File: config.mk
export PLATFORM = sky130hd
export DESIGN_NAME = vu_meter_multi
export DESIGN_NICKNAME = d
export VERILOG_FILES = /design/src/rtl/vu_meter_multi.sv
export SDC_FILE = /design/constraint.sdc
export NUM_CORES = 1
export LEC_CHECK = 0
export BUFFER_PORTS_ARGS = -buffer_cell sky130_fd_sc_hd__clkbuf_2
export CAP_MARGIN = 20
export CORE_ASPECT_RATIO = 0.9
export CORE_UTILIZATION = 56
export CTS_CLUSTER_DIAMETER = 150
export CTS_CLUSTER_SIZE = 25
export DETAILED_ROUTE_END_ITERATION = 12
export PLACE_DENSITY = 0.78
export RECOVER_POWER = 50
export SLEW_MARGIN = 20
export SYNTH_ARGS = -nofsm -noshare
export SYNTH_HDL_FRONTEND = slang
export SYNTH_SLANG_ARGS = --single-unit
File: constraint.sdc
create_clock -name clk -period 5.15 [get_ports clk]
set_input_delay 0.515 -clock clk [delete_from_list [all_inputs] [get_ports clk]]
set_output_delay 0.515 -clock clk [all_outputs]
set_load 0.03 [all_outputs]
File: src/rtl/vu_meter_multi.sv
// Multi-channel VU meter: per-channel windowed average or peak-hold level
// with per-window decay, driving a glitch-free PWM output per channel.
module vu_meter_multi #(
    parameter int unsigned NUM_CH       = 2,
    parameter int unsigned SAMPLE_W     = 8,
    parameter int unsigned AVG_LOG2     = 4,
    parameter int unsigned PWM_W        = 7,
    parameter int unsigned PWM_PRESCALE = 64
) (
    input  logic                       clk,
    input  logic                       reset,
    input  logic                       audio_clk_enable,
    input  logic                       audio_enable,
    input  logic                       mode,
    input  logic [NUM_CH*SAMPLE_W-1:0] audio_samples,
    output logic [NUM_CH-1:0]          vu_pwm,
    output logic [NUM_CH*PWM_W-1:0]    level,
    output logic                       level_valid
);

    localparam int unsigned MAG_W = SAMPLE_W - 1;
    localparam int unsigned ACC_W = MAG_W + AVG_LOG2;
    localparam int unsigned CNT_W = (AVG_LOG2 > 0) ? AVG_LOG2 : 1;
    localparam int unsigned PRE_W = (PWM_PRESCALE > 1) ? $clog2(PWM_PRESCALE) : 1;
    localparam logic [CNT_W-1:0] WIN_LAST = CNT_W'((1 << AVG_LOG2) - 1);
    localparam logic [PRE_W-1:0] PRE_LAST = PRE_W'(PWM_PRESCALE - 1);

    logic [CNT_W-1:0] win_cnt;
    logic             qual;
    logic             win_close;
    logic [PRE_W-1:0] presc;
    logic [PWM_W-1:0] pwm_cnt;
    logic [PWM_W-1:0] pwm_cnt_nxt;
    logic             pre_wrap;
    logic             period_wrap;

    // Shared strobe qualification and PWM timebase decode
    always_comb begin
        qual        = audio_clk_enable & audio_enable;
        win_close   = qual && (win_cnt == WIN_LAST);
        pre_wrap    = (presc == PRE_LAST);
        period_wrap = pre_wrap && (pwm_cnt == '1);
        pwm_cnt_nxt = pre_wrap ? pwm_cnt + PWM_W'(1) : pwm_cnt;
    end

    // Window sample counter; disable clears it and drops a coincident strobe
    always_ff @(posedge clk) begin
        if (reset || !audio_enable) begin
            win_cnt <= '0;
        end else if (win_close) begin
            win_cnt <= '0;
        end else if (qual) begin
            win_cnt <= win_cnt + CNT_W'(1);
        end
    end

    // One-cycle pulse in the cycle the new level becomes visible
    always_ff @(posedge clk) begin
        if (reset) begin
            level_valid <= 1'b0;
        end else begin
            level_valid <= win_close;
        end
    end

    // Free-running PWM prescaler and period counter (not affected by enable)
    always_ff @(posedge clk) begin
        if (reset) begin
            presc   <= '0;
            pwm_cnt <= '0;
        end else begin
            presc   <= pre_wrap ? '0 : presc + PRE_W'(1);
            pwm_cnt <= pwm_cnt_nxt;
        end
    end

    for (genvar c = 0; c < NUM_CH; c++) begin : gen_ch
        logic [SAMPLE_W-1:0] smp;
        logic [MAG_W-1:0]    mag;
        logic [MAG_W-1:0]    peak_q;
        logic [MAG_W-1:0]    peak_c;
        logic [MAG_W-1:0]    result;
        logic [ACC_W-1:0]    acc_q;
        logic [ACC_W-1:0]    sum_c;
        logic [PWM_W-1:0]    new_lvl;
        logic [PWM_W-1:0]    lvl_q;
        logic [PWM_W-1:0]    lvl_nxt;
        logic [PWM_W-1:0]    duty_q;
        logic [PWM_W-1:0]    duty_nxt;
        logic                pwm_q;

        // Magnitude, window result and next meter level for this channel
        always_comb begin
            smp = audio_samples[c*SAMPLE_W +: SAMPLE_W];
            if (smp[SAMPLE_W-1] && (smp[MAG_W-1:0] == '0)) begin
                mag = '1;
            end else if (smp[SAMPLE_W-1]) begin
                mag = ~smp[MAG_W-1:0] + MAG_W'(1);
            end else begin
                mag = smp[MAG_W-1:0];
            end
            sum_c   = acc_q + ACC_W'(mag);
            peak_c  = (mag > peak_q) ? mag : peak_q;
            result  = mode ? peak_c : sum_c[ACC_W-1 -: MAG_W];
            new_lvl = result[MAG_W-1 -: PWM_W];
            if (!mode || (new_lvl >= lvl_q)) begin
                lvl_nxt = new_lvl;
            end else if (lvl_q != '0) begin
                lvl_nxt = lvl_q - PWM_W'(1);
            end else begin
                lvl_nxt = '0;
            end
            duty_nxt = period_wrap ? lvl_q : duty_q;
        end

        // Accumulate/peak within a window and commit the level at window close
        always_ff @(posedge clk) begin
            if (reset || !audio_enable) begin
                acc_q  <= '0;
                peak_q <= '0;
                lvl_q  <= '0;
            end else if (win_close) begin
                acc_q  <= '0;
                peak_q <= '0;
                lvl_q  <= lvl_nxt;
            end else if (qual) begin
                acc_q  <= sum_c;
                peak_q <= peak_c;
            end
        end

        // Duty latched only at period start; output compares against next count
        always_ff @(posedge clk) begin
            if (reset) begin
                duty_q <= '0;
                pwm_q  <= 1'b0;
            end else begin
                duty_q <= duty_nxt;
                pwm_q  <= (pwm_cnt_nxt < duty_nxt);
            end
        end

        assign level[c*PWM_W +: PWM_W] = lvl_q;
        assign vu_pwm[c]               = pwm_q;
    end

endmodule

# After elaboration in Yosys (flattened, before gate mapping)
# Cells that the tools add are included.
# Widths: inputs -> output; s select.
# op_classes
bitwise	3
n_addsub	9
n_lt_le_gt_ge	6
mux	15
eq_ne	3
n_reduce_logical	15
# ops
cell	count
$mux 7	15
$add 11x7->11	2
$add 7x1->7 const B	3
$ge 7x7->1	2
$gt 7x7->1	2
$logic_not 7->1	2
$lt 7x7->1	2
$not 7->7	2
$reduce_bool 7->1	2
$sub 7x1->7 const B	2
$eq 7x7->1 const B	1
$add 6x1->6 const B	1
$eq 6x6->1 const B	1
$add 4x1->4 const B	1
$eq 4x4->1 const B	1
$logic_and 1x1->1	4
$reduce_or 2->1	2
$logic_or 1x1->1	3
$logic_not 1->1	2
$and 1x1->1	1
# totals
output_inout_bits	17
wordCells	65
register_bits	84
inputBits	21

# Logic depth before layout (Yosys ltp)
# Gate-level depths: netlist of run 1.
# logic_depth
word_depth	10
ltp_mapped	20
depth_no_buf	20

# Worst setup path after synthesis of run 1
# Ideal clock, no wire load.
# synth_path
path_kind	input port to flip-flop
from	input audio_samples[9]
to	register gen_ch[1].lvl_q[2]
stages	17
t_required_ns	5.028
setup_ns	0.122
path_slack_ns	0.269
arrival_ns	4.759
cell_sequence	inv_1 -> ha_1 -> or3b_1 -> nor4_1 -> a2bb2oi_1 -> ha_1 -> nand3b_1 -> a21oi_1 -> o22ai_2 -> mux2_2 -> o211a_1 -> ha_1 -> a21o_1 -> a2111oi_0 -> o21ai_1 -> and2_4 -> a221o_1
# synth_via
elab_chain_cells	10
word_cells_on_any_way	13
classes_between	add/sub (2); order compare (2); mux (5); bitwise (1); reduce/logical (3)
# synth_rtl
element	line_no	rtl
from (decl)	15	input logic [NUM_CH*SAMPLE_W-1:0] audio_samples,
$not 7->7	98	mag = ~smp[MAG_W-1:0] + MAG_W'(1);
$add 7x1->7	98	
$mux 7	97	end else if (smp[SAMPLE_W-1]) begin
$mux 7 (*)	95	if (smp[SAMPLE_W-1] && (smp[MAG_W-1:0] == '0)) begin
$gt 7x7->1	103	peak_c = (mag > peak_q) ? mag : peak_q;
$mux 7	103	
$mux 7 (*)	104	result = mode ? peak_c : sum_c[ACC_W-1 -: MAG_W];
$ge 7x7->1	106	if (!mode || (new_lvl >= lvl_q)) begin
$logic_or 1x1->1	106	
$mux 7 (*)	106	
to (signal assigned)	125	lvl_q <= lvl_nxt;
to (decl)	86	logic [PWM_W-1:0] lvl_q;
# Every way passes the cells marked *; elsewhere a longest branch is shown, timed or not.
# A chain may end at the register's enable or synchronous reset.

# Worst setup path after layout of run 1
# layout_path
from	input audio_samples[0]
to	register gen_ch[0].lvl_q[2]
# layout_via
elab_chain_cells	10
word_cells_on_any_way	13
classes_between	add/sub (2); order compare (2); mux (5); bitwise (1); reduce/logical (3)
# layout_rtl
element	line_no
$not 7->7	98
$add 7x1->7	98
$mux 7	97
$mux 7 (*)	95
$gt 7x7->1	103
$mux 7	103
$mux 7 (*)	104
$ge 7x7->1	106
$logic_or 1x1->1	106
$mux 7 (*)	106
to (signal assigned)	125
to (decl)	86
# Marks and branches as above.

==> results of run 1 <==
logic make-up (layout without fill, tap and decap cells):
kind of cell	after synthesis	after routing	synth area share (%)
and+or+nand+nor	249	249	21.1
AOI/OAI and AO/OA	174	174	20.0
DFF	84	84	29.2
buffers and inverters	68	106	4.73
adders and majority gates	63	63	13.9
muxes	34	34	5.99
xor gates and xnor gates	33	33	5.02
cell type report:
class	count	area (um2)
clock buffers	13	260
multi-input cells	553	3820
clock inverters	3	45.0
well taps	126	158
fillers	820	3470
inverters	44	165
flip-flops and latches	84	1680
repair buffers	46	229
state kept, by name, summed over array words and instances (netlist names):
register and flops:
win_cnt 4, gen_ch.pwm_q 2, level_valid 1, gen_ch.duty_q 14, gen_ch.acc_q 22, presc 6, pwm_cnt 7, gen_ch.peak_q 14
gen_ch.lvl_q 14
worst max-delay path by stage:
stage / start / to / slack [ns] / cells after the start
2_1_floorplan: audio_samples[9] / gen_ch[1].lvl_q[2]$_SDFFE_PP0P_ / 0.27 / 17
3_3_place_gp: audio_samples[9] / gen_ch[1].lvl_q[5]$_SDFFE_PP0P_ / 0.17 / 19
3_5_place_dp: audio_samples[0] / gen_ch[0].lvl_q[2]$_SDFFE_PP0P_ / -0.05 / 19
4_1_cts: audio_samples[0] / gen_ch[0].lvl_q[2]$_SDFFE_PP0P_ / 0.27 / 19
5_1_grt: audio_samples[0] / gen_ch[0].lvl_q[2]$_SDFFE_PP0P_ / -0.02 / 19
6_report: audio_samples[0] / gen_ch[0].lvl_q[2]$_SDFFE_PP0P_ / 0.34 / 19
stage by stage:
stage	power, uW	hold WS, ns	instances
after floorplan	874	0.433	705
after global placement	935	0.446	852
after detailed placement	947	0.454	852
after CTS	1600	0.465	868
after global routing	1670	0.484	869
final	1600	0.464	869
metal layers:
layer	wire, um	share of wire (%)	track usage [%]
met1	6260	46	34.6
met4	157	1.2	6.76
met5	0	0	0
met2	6390	47	43.6
met3	828	6.1	5.01
repair_timing:
| item | in CTS | in global routing |
|---|---|---|
| hold buffers | 0 | 0 |
| endpoints found under the setup margin | 0 | 13 |
| endpoints found under the hold margin | 0 | 0 |
| resized for setup | 0 | 4 |
| buffers inserted | 0 | 1 |
worst max-delay path, delay by kind of cell:
kind | cells | cell delay [ns]
AO/OA/AOI/OAI | 9 | 2.24
adder cells (fa/ha/maj) | 3 | 0.78
buffers and inverters | 2 | 0.18
multiplexers | 1 | 0.24
AND/OR/NAND/NOR | 4 | 1.12
cells in the final DEF (no fill, tap or decap), drive strengths merged, types with 17 or more instances in the layout:
master  count
ha         61
clkbuf     50
o21ai      33
xnor2      17
nor3       27
nand2      52
nor2       88
inv        44
a21oi      57
mux2i      30
a21o       17
dfxtp      84
report_power, final:
group / total [uW] / switching, uW / internal (uW)
Sequential: 665 / 6.42 / 658
Combinational: 277 / 165 / 111
Clock: 662 / 259 / 403
==> metrics.yaml, run 1 <==
synthesis.nets: 789
cpPeakStageDelay_ns: 0.44
placed_area_um2: 6060
p_leak_uw: 0.00264
reg2regPathDepth: 16
pre_cts_ws_ns: -0.0468
die-height_um: 98.2
antenna_found_initial: 0
tns_ns: 0
drv_cap: 0
cts.path.max_buffers: 2
crit_type: "in -> reg"
ir_drop_mv: 0.244
netlist_top_cells_count: "nor2_1, dfxtp_1, ha_1"
gr-total-overflow: 0
synth_top_area_share_pct: 29.2
slew_violations: 0
first_pass_iters: 5
synth_flop_cell: "dfxtp_1"
rr_endpoint: "gen_ch[1].lvl_q[5]$_SDFFE_PP0P_"
skew_ns: 0.00535
syn_area_per_cell_um2: 8.17
synth.cell_area_um2: 5760
ys_warn_count: 0
final_hold_viol_count: 0
critPathRequiredTime_ns: 5.43
utilization_pct: 64.7
synth_cells: 705
status: "finished, final reports clean"
max_freq_mhz: 208
min_to: "gen_ch[0].acc_q[0]$_SDFFE_PP0P_"
hp-start: "gen_ch[0].acc_q[0]$_SDFFE_PP0P_"
hp-class: "reg -> reg"
crit_fanout: 5
postRouteAntennaNets: 0
yosysTopAreaCell: "dfxtp_1"
grt_pass1_vias: 4927
ios: 38
num_rows: 34
dpl.hpwl_um: 10100
end_kind: "flop"
cts_tree: "built"
syn_to_final_growth_pct: 10.3
synth-edff-count: 0
start_util_pct: 58.6
h-tree-depth: 3
place_congestion: 0.924
wl_per_cell_um: 15.7
nets: 822
setup_viol: 0
r2r_start: "gen_ch[1].acc_q[0]$_SDFFE_PP0P_"
insertion_delay_ns: 0.34
final_area_um2: 6360
worst_path_max_delay_cell: "o31ai_2"
maxSlewHeadroom_pct: 12.3
power_density_nw_per_um2: 252
worst_slack_ns: 0.337
viasPerCell: 6.05
drt_iter0_drc: 377
crit_top_cell: "ha_1"
diodes: 0
worstPathArrival_ns: 5.09
cts_buffers: 9
ys_seq_elements: 84
tightest_slew_ns: 1.32
whs_path_depth: 2
worstPathCellList: "clkbuf_2, inv_1, ha_1, nor3b_1, a21boi_0, o31ai_2, ha_1, o21ai_0, o21ai_0, mux2i_1, o2111ai_1, o21ai_1, ha_1, and4_1, a2111oi_0, o21ai_1, or3_4, nor3b_2, a221o_1"
grt_pass1_wl_um: 22500
cts.sink_count: 84
fin_crit_ns: 4.81
async_flop_share_pct: 0
synthDistinctLibCells: 71
core_area_um2: 9830
grt_start_max_net_pins: 41
die_w_um: 109
drc: 0
yosysMostFrequentCell: "nor2_1"
reg2reg_slack_ns: 1.27
fin_crit_sh_pct: 93.5
track_usage_pct: 26.3
cts_root_buf: "clkbuf_16"
drive_gt1_share_pct: 8.34
dieArea_um2: 10700
clk_pin_slew_ns: 0.06
vias: 5261
yosysSeqAreaShare_pct: 29.2
cp-start-kind: "input pin"
portBuffers: 37
routed_wl_um: 13600
synth_area_leaders: "dfxtp_1, ha_1, nor2_1"
Note: power is estimated with default switching activity, not from simulation.
==> run 2: changes to the inputs <==
Settings changed: CORE_UTILIZATION 56 to 60, PLACE_DENSITY 0.78 to 0.79.
Clock period 5.15 ns to 5.6 ns, I/O delays scaled along.
==> run 2 against run 1 <==
Effect of this change:
- the flow now finishes with violations (max-capacitance violations, max-slew violations)
- die area decreased by 6.5%
- clock skew grew 0.011 ns
- non-clock buffer count down 6
- sequential share of layout area grew 0.59 points
- global-route usage grew 1.6 points
- core utilization rose by 2.8 points
- combinational power shrank 12%
==> metrics.yaml, run 2 (same netlist as run 1, synthesis figures left out) <==
status: "finished, violations left"
violations: "max-capacitance violations, max-slew violations"
clk_pin_slew_ns: 0.09  # +0.03 ns
core_area_um2: 9210  # -6.3%
cts_tree: "built"
wl_per_cell_um: 15.3  # -2.6%
drc: 0  # unchanged
rsz0062_at_grt: "no"
fin_crit_ns: 5.13
cts_setup_buffers: 0  # unchanged
insertion_delay_ns: 0.37  # +0.03 ns
postRouteAntennaNets: 0  # unchanged
routed_wl_um: 13100  # -3.7%
final_common_cell: "nor2_1"
grt_pass1_wl_um: 22300  # -1.3%
die-height_um: 95.0  # -3.3%
drt_iter0_drc: 236  # -37%
cts_buffers: 9  # unchanged
hp-class: "reg -> reg"
largest-register: "gen_ch.acc_q"
dpl.hpwl_um: 9850  # -2.4%
vias: 5200  # -1.2%
ios: 38  # unchanged
max_freq_mhz: 195
cp-start-kind: "input pin"
track_usage_pct: 27.9  # +1.6 points
final_cell_count_no_fill: 859  # -1.2%
power_density_nw_per_um2: 217  # -14%
worstPathArrival_ns: 5.43  # +0.34 ns
tns_ns: 0  # unchanged
cts.path.max_buffers: 2  # unchanged
slew_violations: 36  # +36
setup_viol: 0  # unchanged
largest_reg_flops: 22  # unchanged
tightest_slew_ns: 1.64  # +0.329 ns
place_congestion: 0.904  # -2.2%
die_w_um: 105  # -3.3%
grt_start_max_net_pins: 36  # -12%
crit_fanout: 8  # +3
placed_cells: 843  # -1.1%
whs_ns: 0.463  # -0.000997 ns
ir_drop_mv: 0.169  # -31%
gr-total-overflow: 0  # unchanged
syn_to_final_growth_pct: 7.90
skew_ns: 0.0161  # +0.0108 ns
grt_pass1_vias: 4729  # -4.0%
start_util_pct: 62.6  # +3.9 points
first_pass_iters: 5  # unchanged
end_kind: "flop"
portBuffers: 37  # unchanged
ctsHoldBuffers: 0  # unchanged
antenna_found_initial: 0  # unchanged
nets: 816  # -0.73%
drive_gt1_share_pct: 7.73  # -0.61 points
viasPerCell: 6.05  # about the same
finalPower_uw: 1350  # -16%
fin_crit_sh_pct: 91.6
p_leak_uw: 0.00258  # -2.4%
critPathRequiredTime_ns: 5.91  # +0.48 ns
layout_common_cells: "nor2_1, dfxtp_1, ha_1, a21oi_1, nand2_1"
num_rows: 33  # -2.9%
drv_cap: 1  # +1
utilization_pct: 67.5  # +2.8 points
final_hold_viol_count: 0  # unchanged
dieArea_um2: 10000  # -6.5%
fill_cells: 784  # -4.4%
maxSlewHeadroom_pct: -9.61  # -22 points
crit_type: "in -> reg"
h-tree-depth: 3  # unchanged
cts_root_buf: "clkbuf_8"
diodes: 0  # unchanged
cts.sink_count: 84  # unchanged
==> run 2: changes by cell type in the layout (fill, tap and decap cells not counted), sizes merged <==
| cell | change |
|---|---|
| buf | -7 |
| clkbuf | -3 |
| clkinv | +2 |
| inv | +2 |
| bufinv | +1 |
| clkinvlp | -1 |
==> run 2: metal layers <==
layer  share of wire, %  global-route usage, %  wire, um
met1                 47                   36.3      6230
met4                1.4                   8.22       187
met5                  0                      0         0
met2                 46                   46.9      6060
met3                4.9                   5.38       649
==> run 2: worst max-delay path, stage by stage <==
cell and delay, ns:
clkbuf_2 0.11, inv_1 0.09, ha_1 0.23, or3b_1 0.41, nor4_1 0.39, a21o_1 0.25
ha_1 0.20, fa_1 0.24, a211oi_1 0.11, o21ai_0 0.30, a31oi_1 0.18, o21a_1 0.19
nor3_1 0.19, a21oi_1 0.07, ha_1 0.33, and4_1 0.20, a2111oi_0 0.37, o21ai_1 0.30
nor3_2 0.41, a31oi_1 0.14, o2bb2ai_1 0.15
==> run 2: metrics by stage <==
| stage | instance area (um2) | setup slack [ns] |
|---|---|---|
| after floorplan | 5760 | 0.674 |
| after global placement | 6010 | 0.283 |
| after detailed placement | 6010 | 0.157 |
| after CTS | 6240 | 0.505 |
| after global routing | 6220 | 0.0457 |
| final | 6220 | 0.472 |
==> run 2: worst paths after layout <==
kind	startpoint	end	slack (ns)	cells after the start
max	audio_samples[9]	gen_ch[1].lvl_q[5]$_SDFFE_PP0P_	0.47	21
min	gen_ch[1].acc_q[0]$_SDFFE_PP0P_	gen_ch[1].acc_q[0]$_SDFFE_PP0P_	0.46	2
max reg2reg	gen_ch[1].acc_q[0]$_SDFFE_PP0P_	gen_ch[1].lvl_q[5]$_SDFFE_PP0P_	1.44	15
min reg2reg	gen_ch[1].acc_q[0]$_SDFFE_PP0P_	gen_ch[1].acc_q[0]$_SDFFE_PP0P_	0.46	2
==> run 2: report_power, final <==
part / switching, uW / leakage, uW / internal, uW
Sequential: 5.60 / 0.000678 / 604
Combinational: 147 / 0.00179 / 97.2
Clock: 240 / 0.000110 / 254
==> run 2: final cells by class <==
type                    instances  area [um2]  area share [%]
inverters                      44         165            2.66
flip-flops and latches         84        1680            27.0
clock inverters                 7        98.8            1.59
repair buffers                 40         181            2.92
well taps                     122         153            2.46
multi-input cells             553        3810            61.3
clock buffers                   9         124            1.99
==> run 2: repair_timing <==
item	CTS	global route
hold endpoints to repair	0	0
resized for setup	0	1
setup endpoints to repair	0	1
